$ cat src/rtl/uart_pkg.sv
// Shared types and constants for the FIFO-fed UART transmitter.
package uart_pkg;

    localparam int unsigned UART_DATA_BITS            = 8;
    localparam int unsigned UART_DEFAULT_CLKS_PER_BIT = 104;

    typedef enum logic [2:0] {
        IDLE,
        POP,
        LATCH,
        START,
        DATA,
        STOP
    } tx_state_t;

endpackage

$ cat src/rtl/fifo_uart_tx_if.sv
// FIFO read port plus serial-side status, seen from the transmitter (master) or its environment.
interface fifo_uart_tx_if;
    import uart_pkg::*;

    logic                      enable;
    logic                      fifo_empty;
    logic [UART_DATA_BITS-1:0] fifo_data;
    logic                      fifo_rd_en;
    logic                      tx;
    logic                      busy;
    logic                      tx_done;

    modport master (
        input  enable,
        input  fifo_empty,
        input  fifo_data,
        output fifo_rd_en,
        output tx,
        output busy,
        output tx_done
    );

    modport slave (
        output enable,
        output fifo_empty,
        output fifo_data,
        input  fifo_rd_en,
        input  tx,
        input  busy,
        input  tx_done
    );

endinterface

$ cat src/rtl/uart_baud_tick.sv
// Bit-period counter: counts 0..CLKS_PER_BIT-1, ticks on terminal count, clears on request.
module uart_baud_tick import uart_pkg::*; #(
    parameter int unsigned CLKS_PER_BIT = UART_DEFAULT_CLKS_PER_BIT
) (
    input  logic clk,
    input  logic rst_n,
    input  logic clear_i,
    output logic tick_o
);

    localparam int unsigned CntW = (CLKS_PER_BIT > 1) ? $clog2(CLKS_PER_BIT) : 1;
    localparam logic [CntW-1:0] LastCnt = CntW'(CLKS_PER_BIT - 1);

    logic [CntW-1:0] cnt_q, cnt_d;

    assign tick_o = (cnt_q == LastCnt);

    always_comb begin
        cnt_d = cnt_q + 1'b1;
        if (clear_i || tick_o) begin
            cnt_d = '0;
        end
    end

    always_ff @(posedge clk or negedge rst_n) begin
        if (!rst_n) begin
            cnt_q <= '0;
        end else begin
            cnt_q <= cnt_d;
        end
    end

endmodule

$ cat src/rtl/fifo_uart_tx.sv
// Drains a synchronous FIFO one byte at a time and sends each byte as an 8N1 frame, LSB first.
module fifo_uart_tx import uart_pkg::*; #(
    parameter int unsigned CLKS_PER_BIT = UART_DEFAULT_CLKS_PER_BIT
) (
    input  logic              clk,
    input  logic              rst_n,
    fifo_uart_tx_if.master    bus_io
);

    localparam int unsigned IdxW = $clog2(UART_DATA_BITS);
    localparam logic [IdxW-1:0] LastIdx = IdxW'(UART_DATA_BITS - 1);

    tx_state_t                 state_q, state_d;
    logic [UART_DATA_BITS-1:0] shift_q, shift_d;
    logic [IdxW-1:0]           bit_idx_q, bit_idx_d;
    logic                      tick;

    // Every state change restarts the bit period so each phase gets a full CLKS_PER_BIT.
    uart_baud_tick #(
        .CLKS_PER_BIT (CLKS_PER_BIT)
    ) u_baud (
        .clk     (clk),
        .rst_n   (rst_n),
        .clear_i (state_d != state_q),
        .tick_o  (tick)
    );

    always_comb begin
        state_d   = state_q;
        shift_d   = shift_q;
        bit_idx_d = bit_idx_q;
        unique case (state_q)
            IDLE: begin
                if (bus_io.enable && !bus_io.fifo_empty) state_d = POP;
            end
            POP: state_d = LATCH;
            LATCH: begin
                shift_d = bus_io.fifo_data;
                state_d = START;
            end
            START: begin
                if (tick) begin
                    state_d   = DATA;
                    bit_idx_d = '0;
                end
            end
            DATA: begin
                if (tick) begin
                    shift_d   = shift_q >> 1;
                    bit_idx_d = bit_idx_q + 1'b1;
                    if (bit_idx_q == LastIdx) state_d = STOP;
                end
            end
            STOP: begin
                if (tick) state_d = (bus_io.enable && !bus_io.fifo_empty) ? POP : IDLE;
            end
            default: state_d = IDLE;
        endcase
    end

    always_ff @(posedge clk or negedge rst_n) begin
        if (!rst_n) begin
            state_q   <= IDLE;
            shift_q   <= '0;
            bit_idx_q <= '0;
        end else begin
            state_q   <= state_d;
            shift_q   <= shift_d;
            bit_idx_q <= bit_idx_d;
        end
    end

    // Outputs decode registered state only, so reset forces the line high at once.
    assign bus_io.fifo_rd_en = (state_q == POP);
    assign bus_io.busy       = (state_q != IDLE);
    assign bus_io.tx_done    = (state_q == STOP) && tick;
    assign bus_io.tx         = (state_q == START) ? 1'b0 :
                               (state_q == DATA)  ? shift_q[0] : 1'b1;

endmodule

$ cat src/flat_wrapper.sv
// flat-port wrapper written by rule: the top's interface ports become plain ports
module fifo_uart_tx_flat import uart_pkg::*;
#(
    parameter int unsigned CLKS_PER_BIT = UART_DEFAULT_CLKS_PER_BIT
)
  (clk, rst_n, bus_io_enable, bus_io_fifo_empty, bus_io_fifo_data, bus_io_fifo_rd_en, bus_io_tx, bus_io_busy, bus_io_tx_done);
  fifo_uart_tx_if bus_io_i ();
  input  logic clk;
  input  logic rst_n;
  input wire logic [$bits(bus_io_i.enable)-1:0] bus_io_enable;
  input wire logic [$bits(bus_io_i.fifo_empty)-1:0] bus_io_fifo_empty;
  input wire logic [$bits(bus_io_i.fifo_data)-1:0] bus_io_fifo_data;
  output wire logic [$bits(bus_io_i.fifo_rd_en)-1:0] bus_io_fifo_rd_en;
  output wire logic [$bits(bus_io_i.tx)-1:0] bus_io_tx;
  output wire logic [$bits(bus_io_i.busy)-1:0] bus_io_busy;
  output wire logic [$bits(bus_io_i.tx_done)-1:0] bus_io_tx_done;
  assign bus_io_i.enable = bus_io_enable;
  assign bus_io_i.fifo_empty = bus_io_fifo_empty;
  assign bus_io_i.fifo_data = bus_io_fifo_data;
  assign bus_io_fifo_rd_en = bus_io_i.fifo_rd_en;
  assign bus_io_tx = bus_io_i.tx;
  assign bus_io_busy = bus_io_i.busy;
  assign bus_io_tx_done = bus_io_i.tx_done;
  fifo_uart_tx #(.CLKS_PER_BIT(CLKS_PER_BIT)) u_core (.clk(clk), .rst_n(rst_n), .bus_io(bus_io_i));
endmodule
$ cat config.mk
export PLATFORM = sky130hd
export DESIGN_NAME = fifo_uart_tx_flat
export DESIGN_NICKNAME = d
export VERILOG_FILES = /design/src/rtl/uart_pkg.sv /design/src/rtl/fifo_uart_tx_if.sv /design/src/rtl/uart_baud_tick.sv /design/src/rtl/fifo_uart_tx.sv /design/src/flat_wrapper.sv
export SDC_FILE = /design/constraint.sdc
export NUM_CORES = 1
export LEC_CHECK = 0
export ABC_AREA = 1
export ABC_CLOCK_PERIOD_IN_PS = 2000
export CORE_ASPECT_RATIO = 0.75
export CORE_MARGIN = 2
export CORE_UTILIZATION = 45
export CTS_CLUSTER_DIAMETER = 100
export DETAILED_ROUTE_END_ITERATION = 10
export PLACE_DENSITY_LB_ADDON = 0.15
export SYNTH_ARGS = -nofsm -noshare
export SYNTH_HDL_FRONTEND = slang
export SYNTH_SLANG_ARGS = --single-unit
$ cat constraint.sdc
create_clock -name clk -period 2 [get_ports clk]
set_input_delay 0.4 -clock clk [delete_from_list [all_inputs] [get_ports clk]]
set_output_delay 0.4 -clock clk [all_outputs]
set_load 0.03 [all_outputs]
==> summary.md <==
| Metric | Value |
|---|---|
| Sequential cell area fraction in the yosys report | 44.9% |
| Max-capacitance violation count | 0 |
| Power Total | 681 uW |
| Type of element capturing the critical path | output pin |
| Peak VDD IR | 0.544 mV |
| Setup CP Type | reg -> out |
| Critical path data arrival time | 1.49 ns |
| Global-route wire length before repair | 3.74 mm |
| Clock tree from TritonCTS | built |
| Initial antenna violation count | 0 |
| Clock tree skew after final layout | 0.00269 ns |
| Clock Latency Late Sink | 0.30 ns |
| Number of global-route vias before repair | 831 |
| F_max | 530 MHz |
| Number of buffers inserted by port buffering | 15 |
| Synthesized netlist net count | 152 |
| DR vias/cell | 4.84 |
| Width of the die | 62.9 um |
| Slew margin rel. | 68.4% |
| Synthesis Warnings | 0 |
| Buffer depth of the longest clock path | 2 |
| Layout overhead on the synthesized area | 20.0% |
| 1st-pass router iterations | 4 |
| EDFF count, synth | 0 |
| Total congestion overflow after global routing | 0 |
| Detailed placer's ending HPWL | 1.69 mm |
| TritonCTS buffer count | 3 |
| Height of the chip | 48.2 um |
| Vias post-DR | 930 |
| Clk sink count | 21 |
| Post-CTS clock slew at the launch and capture registers of the worst setup and hold paths | 0.12 ns |
| DIE AREA | 3030 um^2 |
| Final worst-path setup slack | 0.114 ns |
| Initial core utilization | 49.1% |
| Static Leak | 0.000670 uW |
| DRC | 0 |
| Critical Path Source Type | register |
| Layout cell share with drive strength beyond 1 | 18.4% |
| CTS H-Tree Depth | 1 |
| Worst endpoint required time | 1.60 ns |
| GRT Overall Usage | 16.5% |
| First DRT Iteration DRCs | 51 |
| RSZ-0062 raised after global routing | false |
| Cell area after technology mapping | 1170 um^2 |
| Synthesized instance count | 137 |
| Most instantiated flip-flop cell in the synthesis netlist | sky130_fd_sc_hd__dfrtp_1 |
| Final net count | 174 |
| Global placer's final weighted congestion | 0.894 |
| Proportion of synthesized flip-flops having asynchronous set or reset | 100% |
| Fraction of the cycle the final worst path needs | 94.3% |
| Yosys top cell by area | sky130_fd_sc_hd__dfrtp_1 |
| Worst slack at placement | 0.0377 ns |
| Final-report hold violation count | 0 |
| Count of nets left with antenna violations after detail routing | 0 |
| Pin count of the biggest net entering global routing | 22 |
| I/O Pins | 16 |
| Core Region | 2380 um^2 |
| Area share of the largest cell type after synthesis | 44.9% |
| Area contributors post-synth | sky130_fd_sc_hd__dfrtp_1 45%, sky130_fd_sc_hd__nand2_1 7.1%, sky130_fd_sc_hd__nand3_1 5.6%, sky130_fd_sc_hd__inv_1 5.5%, sky130_fd_sc_hd__nor2_1 4.8% |
| Number of cells on the worst reg-to-reg path | 6 |
| Max Slew Vio Count | 0 |
| Critical-path maximum fanout | 7 |
| Run status | complete, no violations |
| Post-synthesis register bit count | 21 |
| Clock root buffer master | sky130_fd_sc_hd__clkbuf_4 |
| Wirelength per Cell | 11.9 um |
| Final setup viols | 0 |
| Wire length reported by the detailed router | 2.28 mm |
| Syn avg cell area | 8.54 um^2 |
| Number of placement rows | 15 |
| Count of unique library cells instantiated by Yosys | 25 |
| N_diodes | 0 |
| Min-Delay Path Class | in -> async |
| Cell Pwr Density | 485 nW/um^2 |
| Post-route minimum period | 1.89 ns |
| Slew at the pin with the worst max-slew slack | 0.472 ns |
critical path, stage by stage (launching register included):
cell	delay, ns
sky130_fd_sc_hd__dfrtp_1	0.41
sky130_fd_sc_hd__buf_4	0.18
sky130_fd_sc_hd__nand2_2	0.06
sky130_fd_sc_hd__nor2_1	0.15
sky130_fd_sc_hd__clkdlybuf4s15_1	0.39
timing repair:
action                                  CTS  global route
gates resized for setup                   5             6
pin swaps                                 0             1
hold buffers                              0             0
setup buffers                             0             2
endpoints found under the setup margin    3             3
stage by stage:
step | setup TNS (ns) | hold WS, ns | cell area (um^2) | util [%] | instances
after detailed placement | 0 | 0.458 | 1360 | 56.9 | 186
after global routing | 0 | 0.416 | 1400 | 58.9 | 192
after CTS | -0.0107 | 0.418 | 1380 | 58.0 | 190
after global placement | 0 | 0.443 | 1360 | 56.9 | 186
final | 0 | 0.417 | 1400 | 58.9 | 192
after floorplan | 0 | 0.104 | 1170 | - | 137
layout by cell type, fill, tap and decap left out, types with 2 or more instances in the layout:
cell type / n
sky130_fd_sc_hd__buf_4: 6
sky130_fd_sc_hd__clkbuf_4: 3
sky130_fd_sc_hd__clkdlybuf4s50_1: 11
sky130_fd_sc_hd__dfrtp_1: 21
sky130_fd_sc_hd__ha_1: 2
sky130_fd_sc_hd__inv_1: 17
sky130_fd_sc_hd__inv_2: 2
sky130_fd_sc_hd__nand2_1: 22
sky130_fd_sc_hd__nand2_2: 6
sky130_fd_sc_hd__nand3_1: 13
sky130_fd_sc_hd__nor2_1: 15
sky130_fd_sc_hd__nor2_2: 3
sky130_fd_sc_hd__nor2_4: 2
sky130_fd_sc_hd__o211ai_1: 5
sky130_fd_sc_hd__o21ai_0: 10
sky130_fd_sc_hd__o21ai_1: 2
sky130_fd_sc_hd__xnor2_1: 2
sky130_fd_sc_hd__xor2_1: 3
final timing paths:
| kind | end | slack [ns] | start |
|---|---|---|---|
| worst min-delay path | u_core.u_baud.cnt_q[6]$_DFF_PN0_ | 0.42 | rst_n |
| max in group asynchronous | u_core.state_q[0]$_DFF_PN0_ | 1.37 | rst_n |
| worst min register to register | u_core.bit_idx_q[2]$_DFFE_PN0P_ | 0.50 | u_core.bit_idx_q[2]$_DFFE_PN0P_ |
| worst max register to register | u_core.u_baud.cnt_q[3]$_DFF_PN0_ | 0.39 | u_core.u_baud.cnt_q[0]$_DFF_PN0_ |
| min in group clk | u_core.bit_idx_q[2]$_DFFE_PN0P_ | 0.50 | u_core.bit_idx_q[2]$_DFFE_PN0P_ |
| worst max-delay path | bus_io_fifo_rd_en | 0.11 | u_core.state_q[0]$_DFF_PN0_ |
Yosys cell counts (3+ instances only):
library cell	n
sky130_fd_sc_hd__o211ai_1	5
sky130_fd_sc_hd__dfrtp_1	21
sky130_fd_sc_hd__ha_1	3
sky130_fd_sc_hd__xor2_1	3
sky130_fd_sc_hd__nand3_1	13
sky130_fd_sc_hd__inv_1	17
sky130_fd_sc_hd__nor2_2	3
sky130_fd_sc_hd__o21ai_0	11
sky130_fd_sc_hd__nand2_2	6
sky130_fd_sc_hd__nand2_1	22
sky130_fd_sc_hd__nor2_1	15
final cells by class:
cell class / count / area, um^2
fillers: 249 / 980
multi-input cells: 94 / 558
flip-flops and latches: 21 / 526
repair buffers: 20 / 179
inverters: 19 / 71.3
well taps: 34 / 42.5
clock buffers: 3 / 22.5
clock inverters: 1 / 5.00
registers in the layout (all words and copies together) (netlist names):
| register | cells |
|---|---|
| u_core.u_baud.cnt_q | 7 |
| u_core.shift_q | 8 |
| u_core.bit_idx_q | 3 |
| u_core.state_q | 3 |
report_power, final:
group	leakage [uW]	total [uW]	switching [uW]	internal (uW)
clock	0.0000177	203	129	74.6
sequential	0.000241	435	2.92	433
combinational	0.000412	41.8	17.7	24.1
total	0.000670	681	149	531
layer usage:
metal  routed length (um)  track usage, %  share of wire, %
met1                 1140            21.7                50
met2                 1010            26.0                44
met3                   98            5.31               4.3
met4                   33            6.67               1.4
met5                    0               0                 0
kinds of logic after synthesis:
kind of cell	Yosys count	synth area share, %
simple gates	66	29.7
buf+inv	22	8.45
flops	21	44.9
compound gates	20	9.95
xor+xnor	5	3.74
fa+ha+maj	3	3.21
No activity file was read; power rests on OpenSTA's default activity.
==> edit (config.mk and constraints unchanged) <==
Reset style: synchronous (`rst_n`), changed in 2 clocked blocks.
--- a/src/rtl/uart_baud_tick.sv
+++ b/src/rtl/uart_baud_tick.sv
@@ -22,7 +22,7 @@
         end
     end
 
-    always_ff @(posedge clk or negedge rst_n) begin
+    always_ff @(posedge clk) begin
         if (!rst_n) begin
             cnt_q <= '0;
         end else begin
--- a/src/rtl/fifo_uart_tx.sv
+++ b/src/rtl/fifo_uart_tx.sv
@@ -58,7 +58,7 @@
         endcase
     end
 
-    always_ff @(posedge clk or negedge rst_n) begin
+    always_ff @(posedge clk) begin
         if (!rst_n) begin
             state_q   <= IDLE;
             shift_q   <= '0;
Check against the original RTL: differs if rst_n is asserted again (counterexample within 4 cycles, from zero or initial values and one cycle with rst_n low); with rst_n held inactive, the same outputs for 10 cycles.
==> edit against the original RTL <==
- synthesized area decreased by 8.7%
- core utilization shrank 2.1 points
- worst setup slack improved by 15 ps
- largest cell class unchanged
- wire length decreased by 9.4%
- global-route usage is 0.46 points higher
- sequential share of layout area fell by 4.7 points
- sequential cell count is the same
- design area is 8.2% lower
- die area shrank 8.0%
Power is not compared: it rests on default switching activity, and its combinational part moved more than twofold at a synthesized area within 25%.
==> edit: results (changes against the original RTL) <==
| Metric | Value |
|---|---|
| Ratio of cells with drive above 1 in the final layout | 16.6% (-1.8 points) |
| Max_slew headroom | 76.7% (+8.3 points) |
| Worst path slowest cell | dfxtp_2 |
| GR Util met2 | 25.9% (-0.088 points) |
| Asr flop ratio synth | 0% (-100 points) |
| FF-to-FF path depth | 8 (+2) |
| Die Wd | 60.3 µm (-4.2%) |
| Total track usage | 16.9% (+0.46 points) |
| Clk_lat worst skew | between 300 and 400 ps |
| Final #Nets | 179 (+2.9%) |
| Num CTS Buffers | 3 (unchanged) |
| Largest net degree at the start of global routing | 16 (-27%) |
| Vias in the first global route | 769 (-7.5%) |
| HPWL Detailed | 1640 µm (-2.6%) |
| Worst hold path type | flop to flop |
| Reg2Reg Capture Point | u_core.shift_q[5]$_SDFFE_PN0P_ |
| Met3 GRT Util | 5.06% (-0.26 points) |
| Hold Fails Final Rpt | 0 (unchanged) |
| Status | finished clean |
| Startpoint of the worst hold path | u_core.u_baud.cnt_q[0]$_SDFF_PP0_ |
| Max stage delay on crit path | 360 ps (-50 ps) |
| Placed cell area | 1260 µm² (-6.6%) |
| Post-synthesis cell type count | 24 (-4.0%) |
| N_diodes | 0 (unchanged) |
| GPL Wtd Cong | 0.862 (-3.5%) |
| Drt pass-1 iters | 4 (unchanged) |
| RR Startpoint | u_core.u_baud.cnt_q[0]$_SDFF_PP0_ |
| M1 GR Usage | 23.4% (+1.7 points) |
| Aggregate routed wire length | 2070 µm (-9.4%) |
| Final-report max-slew violation count | 0 (unchanged) |
| CP Max Fanout | 3 (-4) |
| YS warnings | 0 (unchanged) |
| Hold Path Depth | 1 |
| Hold WS | 423 ps (+6.76 ps) |
| Max Clock Skew | 7.45 ps (+4.76 ps) |
| Prevailing post-synth register cell | dfxtp_1 |
| Maximum vdd drop | ~0.38 mV |
| Syn nets | 158 (+3.9%) |
| Biggest regs | u_core.shift_q: 8 flops, u_core.u_baud.cnt_q: 7 flops |
| Commonest cells post-synth | 28 x nand2_1, 21 x dfxtp_1, 18 x inv_1, 14 x nor2_1, 10 x o21ai_0 |
| First-pass GRT wire length | 3480 µm (-6.8%) |
| Seq/Total Area, Yosys | 39.3% (-5.6 points) |
| Vias per cell | 4.67 (-3.6%) |
| Residual DRC | 0 (unchanged) |
| DRT iter0 DRCs | 20 (-61%) |
| Dominant cells by area after synthesis | dfxtp_1 39%, nand2_1 9.8%, inv_1 6.3% |
| Crit path DAT | 1470 ps (-20 ps) |
| Clk root buf | clkbuf_4 |
[edit: critical path: cells and delay by family (launching register included)]
family,cells,cell delay [ps]
flip-flops,1,360
AND/OR/NAND/NOR,3,300
buffers and inverters,2,330
adder cells (fa/ha/maj),1,160
[edit: layout make-up]
cell class	instances	area [µm²]
fillers	231	982
multi-input cells	98	543
flip-flops and latches	21	422
repair buffers	19	173
inverters	21	81.3
well taps	34	42.5
clock buffers	3	22.5
clock inverters	1	5.00
[edit: through the flow]
| step | setup WS, ps | instances |
|---|---|---|
| after floorplan | 276 | 143 |
| after global placement | 62.3 | 193 |
| after detailed placement | 33.1 | 193 |
| after CTS | 3.80 | 197 |
| after global routing | 4.48 | 197 |
| final | 130 | 197 |
[edit: routing by layer]
metal / share of wire [%] / routed length, µm
met2: 43 / 884
met3: 4.5 / 93
met1: 52 / 1080
met5: 0 / 0
met4: 0.63 / 13
[edit: how the worst max path moves through the flow]
stage | startpoint | end | slack, ps
final | u_core.u_baud.cnt_q[0]$_SDFF_PP0_ | bus_io_tx_done | 130
after global routing | u_core.u_baud.cnt_q[0]$_SDFF_PP0_ | bus_io_tx_done | 4
after CTS | u_core.state_q[1]$_SDFF_PN0_ | bus_io_busy | 4
after detailed placement | u_core.u_baud.cnt_q[0]$_SDFF_PP0_ | bus_io_tx_done | 30
after global placement | u_core.u_baud.cnt_q[0]$_SDFF_PP0_ | bus_io_tx_done | 60
after floorplan | u_core.state_q[0]$_SDFF_PN0_ | u_core.u_baud.cnt_q[6]$_SDFF_PP0_ | 280
[edit: power groups by stage]
stage | sequential, mW | combinational, mW | clock (mW)
after global placement | 0.467 | 0.124 | 0
after global routing | 0.463 | 0.137 | 0.225
after floorplan | 0.465 | 0.0817 | 0
final | 0.460 | 0.122 | 0.208
after CTS | 0.459 | 0.125 | 0.215
after detailed placement | 0.469 | 0.126 | 0
[edit: kinds of logic (layout without fill, tap and decap cells)]
group / count (synthesis) / after routing / synth area share, %
buffers and inverters: 24 / 44 / 10.1
AND/OR/NAND/NOR: 63 / 63 / 27.6
XOR/XNOR: 4 / 4 / 3.28
adder cells (fa/ha/maj): 3 / 3 / 3.51
flip-flops: 21 / 21 / 39.3
AO/OA/AOI/OAI: 28 / 28 / 16.2
[edit: what timing repair did]
item                                    4_1_cts  5_1_grt
endpoints found under the setup margin        3        4
gates resized for setup                       5        9
setup buffers                                 0        0
